--- src/rtl/sw_debounce.sv ---
// Multi-bit switch debouncer: per-bit synchronizer and stability counter,
// with a valid/ready change-event channel that coalesces unaccepted changes.
module sw_debounce #(
    parameter int WIDTH           = 16,
    parameter int SYNC_STAGES     = 2,
    parameter int DEBOUNCE_CYCLES = 50000
) (
    input  logic             clk,
    input  logic             reset_i,
    input  logic [WIDTH-1:0] sw_i,
    output logic [WIDTH-1:0] sw_o,
    output logic             evt_valid_o,
    input  logic             evt_ready_i,
    output logic [WIDTH-1:0] evt_data_o,
    output logic [WIDTH-1:0] evt_mask_o,
    output logic [7:0]       ovf_cnt_o
);

    localparam logic [15:0] CNT_LAST = 16'(DEBOUNCE_CYCLES - 1);

    typedef enum logic {
        IDLE = 1'b0,
        PEND = 1'b1
    } state_t;

    logic [WIDTH-1:0] sync_r [SYNC_STAGES];
    logic [WIDTH-1:0] q_s;
    logic [15:0]      cnt_r      [WIDTH];
    logic [15:0]      cnt_next_s [WIDTH];
    logic [WIDTH-1:0] sw_r;
    logic [WIDTH-1:0] sw_next_s;
    logic [WIDTH-1:0] chg_s;
    state_t           state_r;
    state_t           state_next_s;
    logic [WIDTH-1:0] data_r;
    logic [WIDTH-1:0] data_next_s;
    logic [WIDTH-1:0] mask_r;
    logic [WIDTH-1:0] mask_next_s;
    logic [7:0]       ovf_r;
    logic [7:0]       ovf_next_s;

    // Synchronizer chain for the raw asynchronous switch levels.
    always_ff @(posedge clk or posedge reset_i) begin
        if (reset_i) begin
            for (int s = 0; s < SYNC_STAGES; s++) begin
                sync_r[s] <= '0;
            end
        end else begin
            sync_r[0] <= sw_i;
            for (int s = 1; s < SYNC_STAGES; s++) begin
                sync_r[s] <= sync_r[s-1];
            end
        end
    end

    assign q_s = sync_r[SYNC_STAGES-1];

    // Per-bit stability window; any return to the stable level restarts it.
    always_comb begin
        sw_next_s = sw_r;
        for (int i = 0; i < WIDTH; i++) begin
            cnt_next_s[i] = 16'd0;
            if (q_s[i] != sw_r[i]) begin
                if (cnt_r[i] == CNT_LAST) begin
                    sw_next_s[i]  = q_s[i];
                    cnt_next_s[i] = 16'd0;
                end else begin
                    cnt_next_s[i] = cnt_r[i] + 16'd1;
                end
            end else begin
                cnt_next_s[i] = 16'd0;
            end
        end
    end

    assign chg_s = sw_next_s ^ sw_r;

    // Counter and debounced-level registers.
    always_ff @(posedge clk or posedge reset_i) begin
        if (reset_i) begin
            sw_r <= '0;
            for (int i = 0; i < WIDTH; i++) begin
                cnt_r[i] <= 16'd0;
            end
        end else begin
            sw_r <= sw_next_s;
            for (int i = 0; i < WIDTH; i++) begin
                cnt_r[i] <= cnt_next_s[i];
            end
        end
    end

    // Event handshake: new change while pending either replaces (on transfer) or merges.
    always_comb begin
        state_next_s = state_r;
        data_next_s  = data_r;
        mask_next_s  = mask_r;
        ovf_next_s   = ovf_r;
        case (state_r)
            IDLE: begin
                if (chg_s != '0) begin
                    state_next_s = PEND;
                    data_next_s  = sw_next_s;
                    mask_next_s  = chg_s;
                end else begin
                    state_next_s = IDLE;
                end
            end
            PEND: begin
                if (evt_ready_i) begin
                    if (chg_s == '0) begin
                        state_next_s = IDLE;
                        mask_next_s  = '0;
                    end else begin
                        data_next_s = sw_next_s;
                        mask_next_s = chg_s;
                    end
                end else if (chg_s != '0) begin
                    data_next_s = sw_next_s;
                    mask_next_s = mask_r | chg_s;
                    ovf_next_s  = (ovf_r == 8'hFF) ? ovf_r : ovf_r + 8'd1;
                end else begin
                    state_next_s = PEND;
                end
            end
            default: begin
                state_next_s = IDLE;
                mask_next_s  = '0;
            end
        endcase
    end

    // Handshake state and event payload registers.
    always_ff @(posedge clk or posedge reset_i) begin
        if (reset_i) begin
            state_r <= IDLE;
            data_r  <= '0;
            mask_r  <= '0;
            ovf_r   <= 8'd0;
        end else begin
            state_r <= state_next_s;
            data_r  <= data_next_s;
            mask_r  <= mask_next_s;
            ovf_r   <= ovf_next_s;
        end
    end

    assign sw_o        = sw_r;
    assign evt_valid_o = (state_r == PEND);
    assign evt_data_o  = data_r;
    assign evt_mask_o  = mask_r;
    assign ovf_cnt_o   = ovf_r;

endmodule
--- config.mk ---
export PLATFORM = sky130hd
export DESIGN_NAME = sw_debounce
export DESIGN_NICKNAME = d
export VERILOG_FILES = /design/src/rtl/sw_debounce.sv
export SDC_FILE = /design/constraint.sdc
export NUM_CORES = 1
export LEC_CHECK = 0
export BUFFER_PORTS_ARGS = -buffer_cell sky130_fd_sc_hd__clkbuf_2
export CAP_MARGIN = 40
export CORE_MARGIN = 2
export CORE_UTILIZATION = 43
export CTS_CLUSTER_SIZE = 25
export DETAILED_ROUTE_END_ITERATION = 10
export HOLD_SLACK_MARGIN = 0.02
export SLEW_MARGIN = 20
export SYNTH_ARGS = -nofsm -noshare
export SYNTH_HDL_FRONTEND = slang
export SYNTH_SLANG_ARGS = --single-unit
export TNS_END_PERCENT = 50
--- constraint.sdc ---
create_clock -name clk -period 11.8 [get_ports clk]
set_clock_uncertainty 0.2 [all_clocks]
set_input_delay 1.77 -clock clk [delete_from_list [all_inputs] [get_ports clk]]
set_output_delay 1.77 -clock clk [all_outputs]
set_load 0.02 [all_outputs]
=== Word-level counts from Yosys, hierarchy flattened ===
Index checks and enable logic that the tools add are counted.

* Flip-flop bits (word level): 345
* Bits of input ports: 19
* Word-level logic and storage cells: 162
* Output and inout bits: 57

* $add $sub $neg: 17
* Reduce and logical (&&, ||, !) cells: 4
* Bitwise gates (word level): 5
* Equal/unequal tests: 36
* Muxes and demuxes: 77

{| class="wikitable"
|+ Operators with widths
! kind !! number
|-
| two-way mux 16 bit || 39
|-
| adder 16 x 1 -> 16 bit, second input constant || 16
|-
| == test 16 bit, second input constant || 16
|-
| case mux 16 bit (2 select lines) || 2
|-
| two-way mux 1 bit || 35
|-
| zero test 16 bit || 1
|-
| != test 1 bit || 16
|-
| bitwise OR 16 bit || 1
|-
| nonzero test 16 bit || 1
|-
| bitwise XOR 16 bit || 1
|-
| adder 8 x 1 -> 8 bit, second input constant || 1
|-
| == test 8 bit, second input constant || 1
|-
| AND reduction 4 bit || 1
|-
| != test 3 x 2 -> 1 bit, second input constant || 1
|-
| != test 3 bit, second input constant || 1
|-
| inverter 1 bit || 3
|-
| != test 2 bit, second input constant || 1
|-
| case mux 1 bit (2 select lines) || 1
|-
| AND reduction 2 bit || 1
|}

=== Longest topological paths before layout ===
Gate-level depths: netlist (run 1).

* Depth after elaboration: 8
* Mapped depth: 9
* Gate-level depth less buffers: 8

=== Worst setup path after synthesis (run 1) ===
No wires, ideal clock.

* Path type: input port to flip-flop
* Start: in evt_ready_i
* End: reg ovf_r[1], in the netlist ovf_cnt_o[1]
* Required time: 11475 ps
* Setup slack: 8928 ps
* Path buffers: 0
* Stages on the path: 4
* Library setup time: 125 ps
* Data arrival time: 2548 ps
* Path through: nand2b_1 > a21oi_1 > nand2_1 > mux2_2

* Longest elaborated chain between the ends: 2

{| class="wikitable"
|+ RTL lines
! element !! line !! source
|-
| start, declared || 13 || <nowiki>input logic evt_ready_i,</nowiki>
|-
| inverter 1 bit (no source line) || n/a ||
|-
| AND reduction 4 bit (no source line) || n/a ||
|-
| end signal, assigned || 144 || <nowiki>ovf_r <= ovf_next_s;</nowiki>
|-
| end, declared || 39 || <nowiki>logic [7:0] ovf_r;</nowiki>
|}

No other way between the ends.
A chain may end at the register's enable or synchronous reset.

==> metrics.md, run 1 <==
| Metric | Value |
|---|---|
| Crit. End Element | async pin |
| Mapped Cells | ~1400 |
| Buffer count from post-CTS setup fixing | 0 |
| Die X-Extent | roughly 190 um |
| Setup violations, final | 0 |
| Clk_lat worst skew | roughly 0.5 ns |
| Pwr dens | between 100 and 150 nW/um2 |
| Syn_nets | between 1000 and 1500 |
| Share of cells above drive strength 1 | about an eighth |
| CP max FO | 98 |
| Share of the synthesized area in the top cell type | 56.6% |
| Total Nets Final | between 1500 and 2000 |
| Outcome | complete, no violations |
| Pleak | ~8.3 nW |
| Synth cell types | 35 |
| Leading cell type in the layout, fill and taps excluded | dfrtp_1 |
| Detail Route Antenna Nets | 0 |
| Startpoint types | input pin |
| Via count | about 10000 |
| Overall Global Routing Usage | 16.2% |
| CTS tree | yes |
| DR vias/cell | roughly 5 |
| Fin crit share | between 30% and 40% |
| Highest clock rate | around 270 MHz |
| CP top delay family | buffers and inverters |
| H-tree Lvls | 2 |
| Total Die Area | about 37000 um2 |
| Chip height | 192 um |
| Critical path class | in2async |
| Core area | around 35000 um2 |
| Avg Inst Size Synth | between 10 and 15 um2 |
| Max-slew headroom | around half |
| Routed len/inst | ~14 um |
| CTS buffer count | 37 |
| Post-DP HPWL | roughly 19 mm |
| Global-route wire length before repair | ~50 mm |
| Worst-path cell with the longest stage delay | buf_4 |
| Number of buffers added on ports | 75 |
| Initial antenna violation count | 0 |
| Clock-pin transition on the worst setup and hold timing paths | 0.06 ns |
| Min-Delay Path Class | reg2reg |
| Worst EP arrival | 4.17 ns |
| Final WL | approximately 28 mm |
| Vias in the first global route | a little over 10000 |
| Pins Over Slew Limit | 0 |
| DRT iter0 DRCs | roughly 420 |
| Clock sinks | around 350 |
| Placer Congestion | 0.798 |
| Worst Tran Pin Value | approximately 0.72 ns |
| Cell Chain, Critical Path | clkbuf_2 > inv_8 > buf_16 > buf_4 > buf_4 > buf_16 |
| Clock buffer depth | 3 |
| Dominant cell type by area after synthesis | dfrtp_1 |
| Antenna cells | 0 |
| Pwr Total | roughly 0.0024 W |
| RSZ-0062 raised after global routing | false |
| Worst path required time | between 10 and 15 ns |
| Starting Density | 43.3% |
| Largest net degree at the start of global routing | between 90 and 100 |
| # Max-Cap Violations | 0 |
| Hold_buf cts | 0 |
| Cell area after synthesis | about 15000 um2 |
| Post-CTS Resized | 0 |
| Fin crit period | between 3 and 4 ns |
| P&R area growth vs syn | 14.5% |
| Hold violation count in the final report | 0 |
| Worst path bufs/invs | 6 |
| Gr ovfl total | 0 |
| DRC violations left | 0 |
| Maximum vdd drop | 0.0000849 V |
| Max incr delay on CP | 0.66 ns |
| TNS Setup | 0 ns |
| DR pass1 iterations | 4 |
| Seq/Total Area, Yosys | around 57% |
| Yosys reg bits | ~350 |
| Most frequent cells in the layout | dfrtp_1 (345), nor2_1 (241), xnor2_1 (159) |
| Clock Root Buffer | clkbuf_16 |
| Io pins | 76 |
| Top cells by area, synth | dfrtp_1 (57%), xnor2_1 (9.1%), nor2_1 (5.9%) |
| # rows | 69 |
| Syn. warnings | 0 |
through the flow:
step	utilization, %	setup WS, ns	std cells	hold WS (ns)	instance area, um2
after global routing	49.6	7.75	1973	0.155	17500
after floorplan	-	0.265	1383	0.131	15300
after detailed placement	46.1	7.45	1908	0.135	16300
after global placement	45.9	7.11	1904	0.134	16200
after CTS	49.6	7.98	1973	0.148	17500
final	49.6	8.10	1973	0.147	17500
path summary, 6_finish.rpt:
check,from,endpoint,slack (ns),cells after the start
max,reset_i,sw_o[1],8.10,6
min,sync_r[21],q_s[5],0.15,0
max reg2reg,cnt_r[144],ovf_cnt_o[1],8.65,9
min reg2reg,sync_r[21],q_s[5],0.15,0
max in group clk,cnt_r[144],ovf_cnt_o[1],8.65,9
min in group asynchronous,reset_i,evt_data_o[0],1.06,2
sequential cells by signal, indices dropped and copies added, names as in the netlist:
signal and cells:
evt_mask_o 16, cnt_r 256, evt_valid_o 1, ovf_cnt_o 8
evt_data_o 16, sync_r 16, sw_o 16, q_s 16
cell usage after synthesis:
cell,count
dfrtp_1,345
nor2_1,241
xnor2_1,159
and3_1,136
nand3_1,83
xor2_1,65
nand2_1,47
inv_1,28
nor4bb_1,28
a21oi_1,24
nand4_1,24
o21ai_0,23
or3_1,23
mux2_2,20
ha_1,17
clkbuf_1,16
nor4b_1,16
a21o_1,15
mux2_4,13
nor3_1,10
and4_1,7
nor2b_1,7
and2_1,6
nor4_1,5
and4bb_1,4
nand2b_1,4
nand4_2,3
nor2_2,3
nor4_2,3
and3_2,2
buf_6,2
a21o_2,1
buf_2,1
nand4b_1,1
o21ai_2,1
power by group:
part / leakage (nW) / total, W / switching, W / internal, W
clock: 0.608 / 0.00115 / 0.000446 / 0.000703
combinational: 3.01 / 0.0000678 / 0.0000473 / 0.0000205
sequential: 4.71 / 0.00121 / 0.0000116 / 0.00120
total: 8.32 / 0.00243 / 0.000505 / 0.00193
layout make-up:
class / count / area (um2)
Multi-Input combinational cell: 991 / 6440
Timing Repair Buffer: 83 / 492
Fill cell: 3203 / 17700
Tap cell: 461 / 577
Inverter: 28 / 113
Clock inverter: 13 / 145
Clock buffer: 52 / 1080
Sequential cell: 345 / 8630
kinds of logic (layout without fill, tap and decap cells):
family | Yosys count | count (layout) | share of synthesized area [%]
AND/OR/NAND/NOR | 653 | 653 | 22.8
flip-flops | 345 | 345 | 56.6
XOR/XNOR | 224 | 224 | 12.9
AO/OA/AOI/OAI | 64 | 64 | 2.39
buffers and inverters | 47 | 176 | 1.26
multiplexers | 33 | 33 | 2.75
adder cells (fa/ha/maj) | 17 | 17 | 1.39
metal layers:
metal	part of all wire [%]	vias to the layer above	track usage [%]	wire length, um
met2	45	104	25.7	12600
met4	2.1	0	4.49	596
met3	3.3	44	2.71	935
met5	0	-	0	0
met1	50	4924	22.9	14000
li1	-	4926	-	-
Power figures use the tool's default switching activity.
==> run 2: changes to the inputs <==
--- a/config.mk
+++ b/config.mk
@@ -5,6 +5,7 @@
 export SDC_FILE = /design/constraint.sdc
 export NUM_CORES = 1
 export LEC_CHECK = 0
+export ABC_AREA = 1
 export BUFFER_PORTS_ARGS = -buffer_cell sky130_fd_sc_hd__clkbuf_2
 export CAP_MARGIN = 40
 export CORE_MARGIN = 2
==> constraint.sdc (replaced) <==
create_clock -name clk -period 3.4 [get_ports clk]
set_clock_uncertainty 0.2 [all_clocks]
set_input_delay 0.51 -clock clk [delete_from_list [all_inputs] [get_ports clk]]
set_output_delay 0.51 -clock clk [all_outputs]
set_load 0.02 [all_outputs]
==> run 2 against run 1 <==
Compared with the run above: die area increased by 12%; register-to-register slack lost 7.7 ns; utilization increased by 0.28 points; critical path type is now reg2reg.
==> metrics.md, run 2 <==
| Metric | Value |
|---|---|
| Outcome | complete, no violations |
| Detail Route Antenna Nets | 0 |
| Post-synth top cells | nand2_1 (447), dfrtp_1 (345), nor2_1 (339) |
| Via count | 13700 |
| Startpoint types | flop |
| DR pass1 iterations | 5 |
| Share of the synthesized area in the top cell type | approximately half |
| Cell Chain, Critical Path | ha_1 > nand3_1 > nor2_1 > nand3_1 > nand2_1 > inv_1 > nand2_2 > nor2_4 > nand2_8 > nor2_8 > nand2_1 > nand2_1 |
| Largest net degree at the start of global routing | between 70 and 80 |
| Top cells by area, synth | dfrtp_1 (50%), nand2_1 (9.8%), nor2_1 (7.4%) |
| Synth cell types | 42 |
| Most frequent cells in the layout | nand2_1 (447), dfrtp_1 (345), nor2_1 (339) |
| R2R Setup Slk | between 0.9 and 1 ns |
| CP max FO | 34 |
| Placer Congestion | 0.865 |
| Max-slew headroom | about 52% |
| Chip height | about 200 um |
| Largest family of logic cells by synthesized area | simple AND/OR/NAND/NOR gates |
| Post-synth EDFFs | 0 |
| Pwr dens | approximately 450 nW/um2 |
| Post-CTS Resized | 0 |
| Syn_nets | around 2200 |
| Synth Area in Simple Gates | 30.7% |
| # rows | 73 |
| Most frequent cell after synthesis | nand2_1 |
| Post-DP HPWL | approximately 28 mm |
| Post-synthesis mux area share | 0% |
| Die X-Extent | about 200 um |
| P&R area growth vs syn | 15.0% |
| Max incr delay on CP | about 0.39 ns |
| Buffer count from post-CTS setup fixing | 0 |
| Worst path required time | roughly 3.7 ns |
| Clock-pin transition on the worst setup and hold timing paths | about 0.060 ns |
| Global-route wire length before repair | around 65 mm |
| Overall Global Routing Usage | a little under a fifth |
| Fraction of registers with async set/reset | 100% |
| Total Nets Final | 2279 |
| CTS buffer count | 40 |
| Fin crit period | 2.44 ns |
| Crit. End Element | flop |
| Min-Delay Path Class | in2reg |
| Pins Over Slew Limit | 0 |
| Setup violations, final | 0 |
| Antenna cells | 0 |
| Seq/Total Area, Yosys | 50.3% |
| RR Startpoint | cnt_r[16] |
| Fill cells | ~3700 |
| Worst R2R End | evt_mask_o[9] |
| Mapped Cells | 2114 |
| Clk_lat worst skew | approximately 0.54 ns |
| Avg Inst Size Synth | approximately 8.1 um2 |
| Dominant cell type by area after synthesis | dfrtp_1 |
| Vias in the first global route | 13400 |
| Reg with most FFs | cnt_r |
| Clock Root Buffer | clkbuf_16 |
| Share of cells above drive strength 1 | a little under an eighth |
| Initial antenna violation count | 0 |
| Worst Tran Pin Value | 0.712 ns |
| Pleak | around 9.5 nW |
| RSZ-0062 raised after global routing | false |
| Cell area after synthesis | about 17000 um2 |
| Yosys reg bits | between 300 and 400 |
| Max reg flops | around 260 |
| Leading cell type in the layout, fill and taps excluded | nand2_1 |
| Post-synthesis adder-cell area fraction | 1.24% |
| Starting Density | a little over two fifths |
| DRC violations left | 0 |
| Reg2reg path depth | 12 |
| Synth Area in Compound Gates | under 10% |
| Final WL | between 30 and 40 mm |
| Worst EP arrival | roughly 2.7 ns |
| Worst setup startpoint | cnt_r[16] |
| Clock buffer depth | 3 |
| Core area | slightly below 40000 um2 |
| # Max-Cap Violations | 0 |
| Gr ovfl total | 0 |
| Number of buffers added on ports | 75 |
| DR vias/cell | between 4 and 5 |
| Critical Path End | evt_mask_o[9] |
| TNS Setup | 0 ns |
| Final core utilization | roughly half |
| Hold violation count in the final report | 0 |
| H-tree Lvls | 2 |
| DRT iter0 DRCs | around 840 |
| Synth Flop Type | dfrtp_1 |
| Critical path class | reg2reg |
| Hold path startpoint | evt_ready_i |
| CTS tree | yes |
| Clock sinks | 345 |
| Worst-path cell with the longest stage delay | dfrtp_1 |
| Maximum vdd drop | between 0.0004 and 0.0005 V |
| Hold_buf cts | 17 |
| Routed len/inst | approximately 14 um |
| Io pins | between 70 and 80 |
| Highest clock rate | about 410 MHz |
| Cell mode on critical path | nand2_1 |
| Fin crit share | 71.7% |
| Syn. warnings | 0 |
| Total Die Area | ~42000 um2 |
| Post-Synth XOR/XNOR Area | 3.16% |
-- run 2: cell types whose count changed in the layout (fill, tap and decap cells not counted), sizes merged, moves of 23 or more --
cell and change:
nand2 +415, inv +270, xnor2 -144, and3 -132
nor2 +114, nor3 +79, o21ai +71, a21oi +70
nand3 +60, mux2 -33, nor4bb -28, or3 -23
-- run 2: kinds of logic after synthesis --
group | after synthesis
AO/OA/AOI/OAI | 232
XOR/XNOR | 62
adder cells (fa/ha/maj) | 17
buffers and inverters | 321
flip-flops | 345
AND/OR/NAND/NOR | 1137
-- run 2: area by class of cell --
cell class,count,area [um2],area share (%)
flip-flops and latches,345,8630,43.7
inverters,307,1160,5.86
multi-input cells,1448,7290,36.9
repair buffers,101,663,3.36
clock inverters,15,183,0.925
clock buffers,54,1150,5.85
well taps,525,657,3.33
-- run 2: routing by layer --
metal / wire length (um) / GRT usage (%) / vias up
li1: - / - / 7036
met1: 17900 / 25.6 / 6433
met2: 17600 / 31.3 / 204
met3: 1700 / 3.49 / 61
met4: 1000 / 6.60 / 0
met5: 0 / 0 / -
-- run 2: how the worst min path moves through the flow --
stage,endpoint,slack (ns),cells past startpoint
after detailed placement,q_s[11],0.13,0
after floorplan,q_s[0],0.13,0
final,evt_valid_o,0.13,4
after global routing,evt_valid_o,0.15,4
after CTS,evt_valid_o,0.1,4
after global placement,q_s[14],0.13,0
-- run 2: power by group --
| part | switching [W] | leakage (nW) | internal [W] | total (W) |
|---|---|---|---|---|
| Combinational | 0.000199 | 4.13 | 0.0000927 | 0.000292 |
| Clock | 0.00170 | 0.657 | 0.00268 | 0.00437 |
| Sequential | 0.0000457 | 4.71 | 0.00417 | 0.00422 |
| Total | 0.00194 | 9.49 | 0.00694 | 0.00888 |
-- run 2: critical path: cells and delay by family (launching register included) --
family        cells  cell delay (ns)
simple gates     10             1.46
fa+ha+maj         1             0.23
buf+inv           1             0.08
flops             1             0.39
-- run 2: stage by stage --
| step | setup slack [ns] | power [W] | hold WS [ns] | instances | instance area (um2) |
|---|---|---|---|---|---|
| 5_1_grt | 0.685 | 0.00924 | 0.146 | 2795 | 19700 |
| 4_1_cts | 0.946 | 0.00904 | 0.0961 | 2795 | 19700 |
| 3_3_place_gp | 0.964 | 0.00457 | 0.131 | 2709 | 18200 |
| 3_5_place_dp | 0.964 | 0.00458 | 0.135 | 2709 | 18200 |
| 2_1_floorplan | -1.93 | 0.00448 | 0.131 | 2114 | 17200 |
| 6_report | 0.961 | 0.00888 | 0.126 | 2795 | 19700 |
==> run 3: changes to the inputs <==
==> constraint.sdc (replaced) <==
create_clock -name clk -period 2.4 [get_ports clk]
set_clock_uncertainty 0.2 [all_clocks]
set_input_delay 0.36 -clock clk [delete_from_list [all_inputs] [get_ports clk]]
set_output_delay 0.36 -clock clk [all_outputs]
set_load 0.02 [all_outputs]
==> run 3 against run 2 <==
Compared with the run above: utilization increased by 1.1 points; clock power grew 45%; via count increased by 1.7%; wire length rose by 2.4%; clock-buffer cell count is 4 higher; largest cell class unchanged.
==> metrics.md, run 3 (same netlist as run 2, synthesis figures left out) <==
| Metric | Value |
|---|---|
| Clk_lat worst skew | approximately 0.55 ns |
| DRC violations left | 0 |
| Fin crit share | between 90 and 100% |
| Highest clock rate | 446 MHz |
| Core area | a little under 40000 um2 |
| Placer Congestion | 0.882 |
| Detail Route Antenna Nets | 0 |
| Sw Share | a little over a fifth |
| Pwr dens | about 630 nW/um2 |
| Gr ovfl total | 0 |
| RR Startpoint | cnt_r[224] |
| Crit. End Element | flop |
| Min-Delay Path Class | reg2reg |
| Sequential Power Share | a little under half |
| Overall Global Routing Usage | between 15 and 20% |
| Clock Root Buffer | clkbuf_16 |
| Worst Tran Pin Value | approximately 0.69 ns |
| CP max FO | 12 |
| Antenna cells | 0 |
| Share of cells above drive strength 1 | 13.1% |
| Most frequent cells in the layout | nand2_1 (447), dfrtp_1 (345), nor2_1 (337) |
| Setup violations, final | 0 |
| Pwr Total | between 0.01 and 0.015 W |
| H-tree Lvls | 2 |
| Pleak | slightly below 10 nW |
| CTS buffer count | 39 |
| Hold violation count in the final report | 0 |
| Post-DP HPWL | slightly below 30 mm |
| Initial antenna violation count | 0 |
| TNS Setup | 0 ns |
| Worst EP arrival | 2.52 ns |
| Gate power share | under 10% |
| Startpoint types | flop |
| Reg with most FFs | cnt_r |
| DR pass1 iterations | 5 |
| DRT iter0 DRCs | between 700 and 800 |
| Global-route wire length before repair | around 67 mm |
| Clock Power Share | about half |
| Total Die Area | between 40000 and 50000 um2 |
| Worst path required time | 2.68 ns |
| Via count | between 10000 and 15000 |
| Psw | approximately 0.0027 W |
| Hold path startpoint | sync_r[27] |
| Leading cell type in the layout, fill and taps excluded | nand2_1 |
| Chip height | 204 um |
| Largest net degree at the start of global routing | 53 |
| Starting Density | a little over two fifths |
| Die X-Extent | approximately 200 um |
| DR vias/cell | a little under 5 |
| P&R area growth vs syn | 17.5% |
| # Max-Cap Violations | 0 |
| Clock sinks | about 350 |
| Io pins | 76 |
| Worst setup startpoint | cnt_r[224] |
| Maximum vdd drop | between 0.0005 and 0.0006 V |
| Clock-pin transition on the worst setup and hold timing paths | ~0.060 ns |
| Outcome | complete, no violations |
| Max reg flops | 256 |
| Number of buffers added on ports | 75 |
| Max-slew headroom | approximately 54% |
| # rows | 73 |
| Total Nets Final | 2315 |
| Final WL | approximately 39 mm |
| Pins Over Slew Limit | 0 |
| Routed len/inst | approximately 14 um |
| CTS tree | yes |
| Vias in the first global route | ~14000 |
| RSZ-0062 raised after global routing | true |
| Cell Int Power | about 0.010 W |
| Clock buffer depth | 3 |
| Critical path class | reg2reg |
| Fin crit period | between 2 and 2.5 ns |
==> run 3: area by class of cell <==
cell class	count	area (um2)
Fill cell	3737	19400
Sequential cell	345	8630
Multi-Input combinational cell	1448	7320
Clock buffer	58	1230
Inverter	307	1160
Timing Repair Buffer	138	1020
Tap cell	525	657
Clock inverter	12	160
==> run 3: stage by stage <==
step           hold WS (ns)  setup WS [ns]  instances  cell area (um2)  utilization, %
6_report              0.149          0.155       2833            20200            51.0
5_1_grt               0.159        -0.0129       2833            20200            51.0
4_1_cts               0.151         0.0433       2827            20100            50.8
3_5_place_dp          0.135         0.0648       2739            18500            46.8
3_3_place_gp          0.133          0.154       2739            18500            46.8
2_1_floorplan         0.131          -2.78       2114            17200               -
==> run 3: repair_timing <==
item,CTS,global route
buffers inserted,0,6
endpoints found under the hold margin,174,0
gates resized for setup,0,9
setup endpoints to repair,0,33
hold buffers,18,0
==> run 3: layer usage <==
metal | global-route usage [%] | wire length [um]
met5 | 0 | 0
met4 | 7.33 | 1230
met3 | 3.30 | 1650
met2 | 32.6 | 18300
met1 | 25.8 | 17900
==> run 3: critical path, cell delays in order (launching register included) <==
cell,delay [ns]
dfrtp_1,0.40
ha_2,0.20
nand2_1,0.12
nor2_4,0.05
inv_1,0.06
nor2_1,0.05
nand3_1,0.10
nand2_1,0.06
inv_1,0.08
nand2_1,0.13
nor2_4,0.16
nand2_8,0.11
inv_2,0.27
nand2_1,0.10
nand2_1,0.08
==> run 3: worst paths after layout <==
| kind | to | slack (ns) | cells past startpoint |
|---|---|---|---|
| max reg2reg | evt_data_o[12] | 0.16 | 14 |
| max | evt_data_o[12] | 0.16 | 14 |
| min | q_s[11] | 0.15 | 0 |
| min reg2reg | q_s[11] | 0.15 | 0 |
| max in group asynchronous | cnt_r[78] | 1.10 | 5 |
| min in group asynchronous | cnt_r[205] | 0.18 | 3 |
==> run 3: power groups by stage <==
stage / sequential [W] / clock, W / combinational [W]
3_5_place_dp: 0.00608 / 0 / 0.000456
6_report: 0.00598 / 0.00634 / 0.000466
5_1_grt: 0.00599 / 0.00673 / 0.000544
4_1_cts: 0.00598 / 0.00652 / 0.000481
2_1_floorplan: 0.00607 / 0 / 0.000279
3_3_place_gp: 0.00607 / 0 / 0.000445
